$ cat config.mk
export PLATFORM = sky130hd
export DESIGN_NAME = nv_nvdla_pdp_core_cal2d_pipe_unpack
export DESIGN_NICKNAME = d
export VERILOG_FILES = /design/src/rtl/nv_nvdla_pdp_core_cal2d_pipe_unpack.sv
export SDC_FILE = /design/constraint.sdc
export NUM_CORES = 1
export LEC_CHECK = 0
export ABC_AREA = 1
export BUFFER_PORTS_ARGS = -buffer_cell sky130_fd_sc_hd__buf_2
export CAP_MARGIN = 20
export CORE_MARGIN = 5
export CORE_UTILIZATION = 59
export CTS_BUF_LIST = sky130_fd_sc_hd__clkbuf_4 sky130_fd_sc_hd__clkbuf_8
export DETAILED_ROUTE_END_ITERATION = 8
export PLACE_DENSITY = 0.88
export REMOVE_ABC_BUFFERS = 1
export SLEW_MARGIN = 20
export SYNTH_ARGS = -nofsm -noshare
export SYNTH_HDL_FRONTEND = slang
export SYNTH_SLANG_ARGS = --single-unit
export TNS_END_PERCENT = 30
$ cat constraint.sdc
create_clock -name nvdla_op_gated_clk_fp16 -period 17.2 [get_ports nvdla_op_gated_clk_fp16]
set_input_delay 5.16 -clock nvdla_op_gated_clk_fp16 [delete_from_list [all_inputs] [get_ports nvdla_op_gated_clk_fp16]]
set_output_delay 5.16 -clock nvdla_op_gated_clk_fp16 [all_outputs]
set_load 0.01 [all_outputs]
$ cat src/rtl/nv_nvdla_pdp_core_cal2d_pipe_unpack.sv
// Receiving end of the cal2d d4 pipe: holds one wide bundle and drains it
// downstream as BEATS narrow beats, lowest slice first.
module nv_nvdla_pdp_core_cal2d_pipe_unpack #(
  parameter int IN_W   = 255,
  parameter int OUT_W  = 64,
  localparam int BEATS = (IN_W + OUT_W - 1) / OUT_W,
  localparam int CW    = (BEATS > 1) ? $clog2(BEATS) : 1
) (
  input  logic             nvdla_op_gated_clk_fp16,
  input  logic             nvdla_core_rst,
  input  logic             din_vld_d4,
  output logic             din_rdy_d4,
  input  logic [IN_W-1:0]  din_pd_d4,
  output logic             dout_vld,
  input  logic             dout_rdy,
  output logic [OUT_W-1:0] dout_pd,
  output logic [CW-1:0]    dout_idx,
  output logic             dout_last
);

  localparam logic [CW-1:0] LAST_IDX = CW'(BEATS - 1);

  logic [IN_W-1:0]        r_buf_pd;
  logic                   r_buf_vld;
  logic [CW-1:0]          r_cnt;

  logic                   w_on_last;
  logic                   w_in_acc;
  logic                   w_beat_acc;
  logic [BEATS*OUT_W-1:0] w_pad;

  assign w_on_last  = (r_cnt == LAST_IDX);
  // Ready looks through to dout_rdy on the last beat so bundles stream without a bubble.
  assign din_rdy_d4 = !r_buf_vld || (dout_rdy && w_on_last);
  assign w_in_acc   = din_vld_d4 && din_rdy_d4;
  assign w_beat_acc = r_buf_vld && dout_rdy;

  // NOTE: every variable written in always_comb gets a default first, otherwise a latch is inferred.
  always_comb begin
    w_pad             = '0;
    w_pad[IN_W-1:0]   = r_buf_pd;
  end

  assign dout_pd   = w_pad[r_cnt*OUT_W +: OUT_W];
  assign dout_vld  = r_buf_vld;
  assign dout_idx  = r_cnt;
  assign dout_last = r_buf_vld && w_on_last;

  // NOTE: sequential state uses non-blocking assignments; the wide holding register is
  // reset too so dout_pd reads zero during and right after reset.
  always_ff @(posedge nvdla_op_gated_clk_fp16 or posedge nvdla_core_rst) begin
    if (nvdla_core_rst) begin
      r_buf_pd  <= '0;
      r_buf_vld <= 1'b0;
      r_cnt     <= '0;
    end else if (w_in_acc) begin
      r_buf_pd  <= din_pd_d4;
      r_buf_vld <= 1'b1;
      r_cnt     <= '0;
    end else if (w_beat_acc && w_on_last) begin
      r_buf_vld <= 1'b0;
      r_cnt     <= '0;
    end else if (w_beat_acc) begin
      r_cnt     <= r_cnt + CW'(1);
    end
  end

endmodule

==> results.md <==
- Run status: complete, no violations
- Setup Skew: 11.11 ps
- DP HPWL: between 20 and 25 mm
- Sequential element share of the synthesized area: approximately 53%
- Total power: 2.754 mW
- Routed Antenna Nets: 0
- CTS tree: yes
- First-pass GRT wire length: approximately 54 mm
- Initial core utilization: 59.81%
- Slew Limit Fails: 0
- Via-per-instance ratio: 5.502
- Unrepaired setup endpoints after global routing: false
- Synth top area share: 53.34%
- Clk buf depth: 3
- Total negative slack: 0 ps
- Static Leak: 7.924 nW
- Clock transition at path regs: around 60 ps
- Layout cells sized above 1: 22.85%
- Root buffer cell: clkbuf_8
- Critical Path End Type: primary output
- Post-cts sizing count: 0
- HP Class: reg2reg
- Setup repair bufs after CTS: 0
- Worst-Skew Late Latency: ~530 ps
- Vias in the first global route: around 11k
- WL/cell: about 16 um
- Final setup viols: 0
- Commonest non-fill, non-tap cell in the layout: nand2_1
- Hold violation count in the final report: 0
- Rows: 52
- Most frequent cells in the layout: nand2_1 (522), buf_2 (326), nand3_1 (259)
- Residual DRC: 0
- Pin count of the biggest net entering global routing: 146
- IO Pins: 328
- NumNets Final: 2076
- Worst setup SP type: input pin
- PwrDens: about 190 nW/um^2
- Grt total ovfl: 0
- DR vias: between 10k and 15k
- Synth async-reset ratio: 100.0%
- First-pass iteration count of the detailed router: 5
- WL final: 33.26 mm
- Port bufs: 327
- CTS Sinks: 258
- RD Place Congestion: about 0.84
- Fin crit period: between 10000 and 15000 ps
- Synth area leaders: dfrtp_1 (53%), nand2_1 (16%), nand3_1 (11%)
- Final period utilization: 65.25%
- Crit path DAT: 6060 ps
- Synthesized instance count: roughly 1.6k
- Die area: 23480 um^2
- Synth area leader: dfrtp_1
- # hold bufs at CTS: 0
- Die W: 153.2 um
- Total track usage: roughly 27%
- Fill cell count: 1580
- Core area: around 20000 um^2
- Crit-path max FO: 75
- Syn. warnings: 0
- Total CTS buffers: 43
- Syn_area_per_cell: 7.773 um^2
- Post-synth EDFFs: 0
- Headroom to the max-slew limit: 29.10%
- # H-tree levels: 2
- Post-synth cell types: 16
- Die Ht: approximately 150 um
- Cell Area, Synth: roughly 12000 um^2
- Max-Cap Viols: 0
- #FFs+latches synth: 258
- Syn-to-layout area delta: 20.18%
- Req. time, crit path: 12040 ps
- Measured slew at the worst slew-check pin: 1064 ps
- Setup Crit Path Kind: in2out
- Drt first-iter violations: 1052
- Ys flop type: dfrtp_1
- Initial antenna violation count: 4
- Peak supply drop: 0.1156 mV
- Max Fclk: 89.10 MHz
## cell families after synthesis
logic type | Yosys count | share of synthesized area (%)
buffers and inverters | 133 | 5.614
flip-flops | 258 | 53.34
adder cells (fa/ha/maj) | 2 | 0.2067
AO/OA/AOI/OAI | 191 | 7.898
AND/OR/NAND/NOR | 973 | 32.94
## routing by layer
layer / routed length, um / track usage [%] / vias to the layer above
met1: 13220 / 37.60 / 5427
li1: - / - / 5560
met2: 15940 / 43.94 / 591
met3: 3077 / 5.852 / 85
met4: 1003 / 9.376 / 2
met5: 10 / 0 / -
## critical path: stages
cell	delay (ps)
buf_2	110
nand2_1	150
nand2_8	300
buf_2	280
## final cells by class
| cell class | count | area (um^2) | area share, % |
|---|---|---|---|
| flip-flops and latches | 258 | 6460 | 44.41 |
| repair buffers | 339 | 1772 | 12.18 |
| diodes | 3 | 7.507 | 0.05161 |
| well taps | 270 | 337.8 | 2.323 |
| multi-input cells | 1166 | 4990 | 34.31 |
| clock inverters | 2 | 35.03 | 0.2409 |
| clock buffers | 75 | 907.1 | 6.237 |
| inverters | 7 | 36.28 | 0.2495 |
## report_power, final
part | switching (mW) | internal (mW) | leakage (nW)
combinational | 0.718 | 0.393 | 4.21
clock | 0.236 | 0.344 | 0.506
sequential | 0.170 | 0.893 | 3.21
## cell usage after synthesis, types with 2 or more instances
cell type    n
ha_1         2
o21ai_1      3
o21ai_0    188
inv_2        2
buf_4       20
inv_1        5
nand3_1    259
nand2_1    522
buf_2       72
nor2_1     190
clkbuf_1    31
buf_6        2
dfrtp_1    258
## metrics by stage
step	setup slack, ps	hold WS (ps)	area, um^2	utilization, %	std cells
floorplan	4675	436.6	11450	-	1431
global placement	6011	447.8	13540	66.94	2038
detailed placement	6009	452.8	13570	67.07	2039
CTS	6001	467.3	14510	71.73	2116
global route	5943	478.5	14550	71.88	2120
finish	5977	465.4	14550	71.88	2120
## worst paths after layout
| check | from | end | slack, ps | cells past startpoint |
|---|---|---|---|---|
| max reg2reg | dout_idx[0]$_DFFE_PP0P_ | r_buf_pd[177]$_DFFE_PP0P_ | 13010 | 8 |
| min reg2reg | r_buf_pd[118]$_DFFE_PP0P_ | r_buf_pd[118]$_DFFE_PP0P_ | 470 | 2 |
| max in group asynchronous | nvdla_core_rst | dout_idx[0]$_DFFE_PP0P_ | 10840 | 3 |
| min | r_buf_pd[118]$_DFFE_PP0P_ | r_buf_pd[118]$_DFFE_PP0P_ | 470 | 2 |
| max | dout_rdy | din_rdy_d4 | 5980 | 4 |
| min in group asynchronous | nvdla_core_rst | r_buf_pd[25]$_DFFE_PP0P_ | 4740 | 2 |
## sequential cells by signal (all words and copies together) (netlist names)
| name | flops |
|---|---|
| r_buf_pd | 255 |
| dout_vld | 1 |
| dout_idx | 2 |
(Power assumes the default switching activity.)
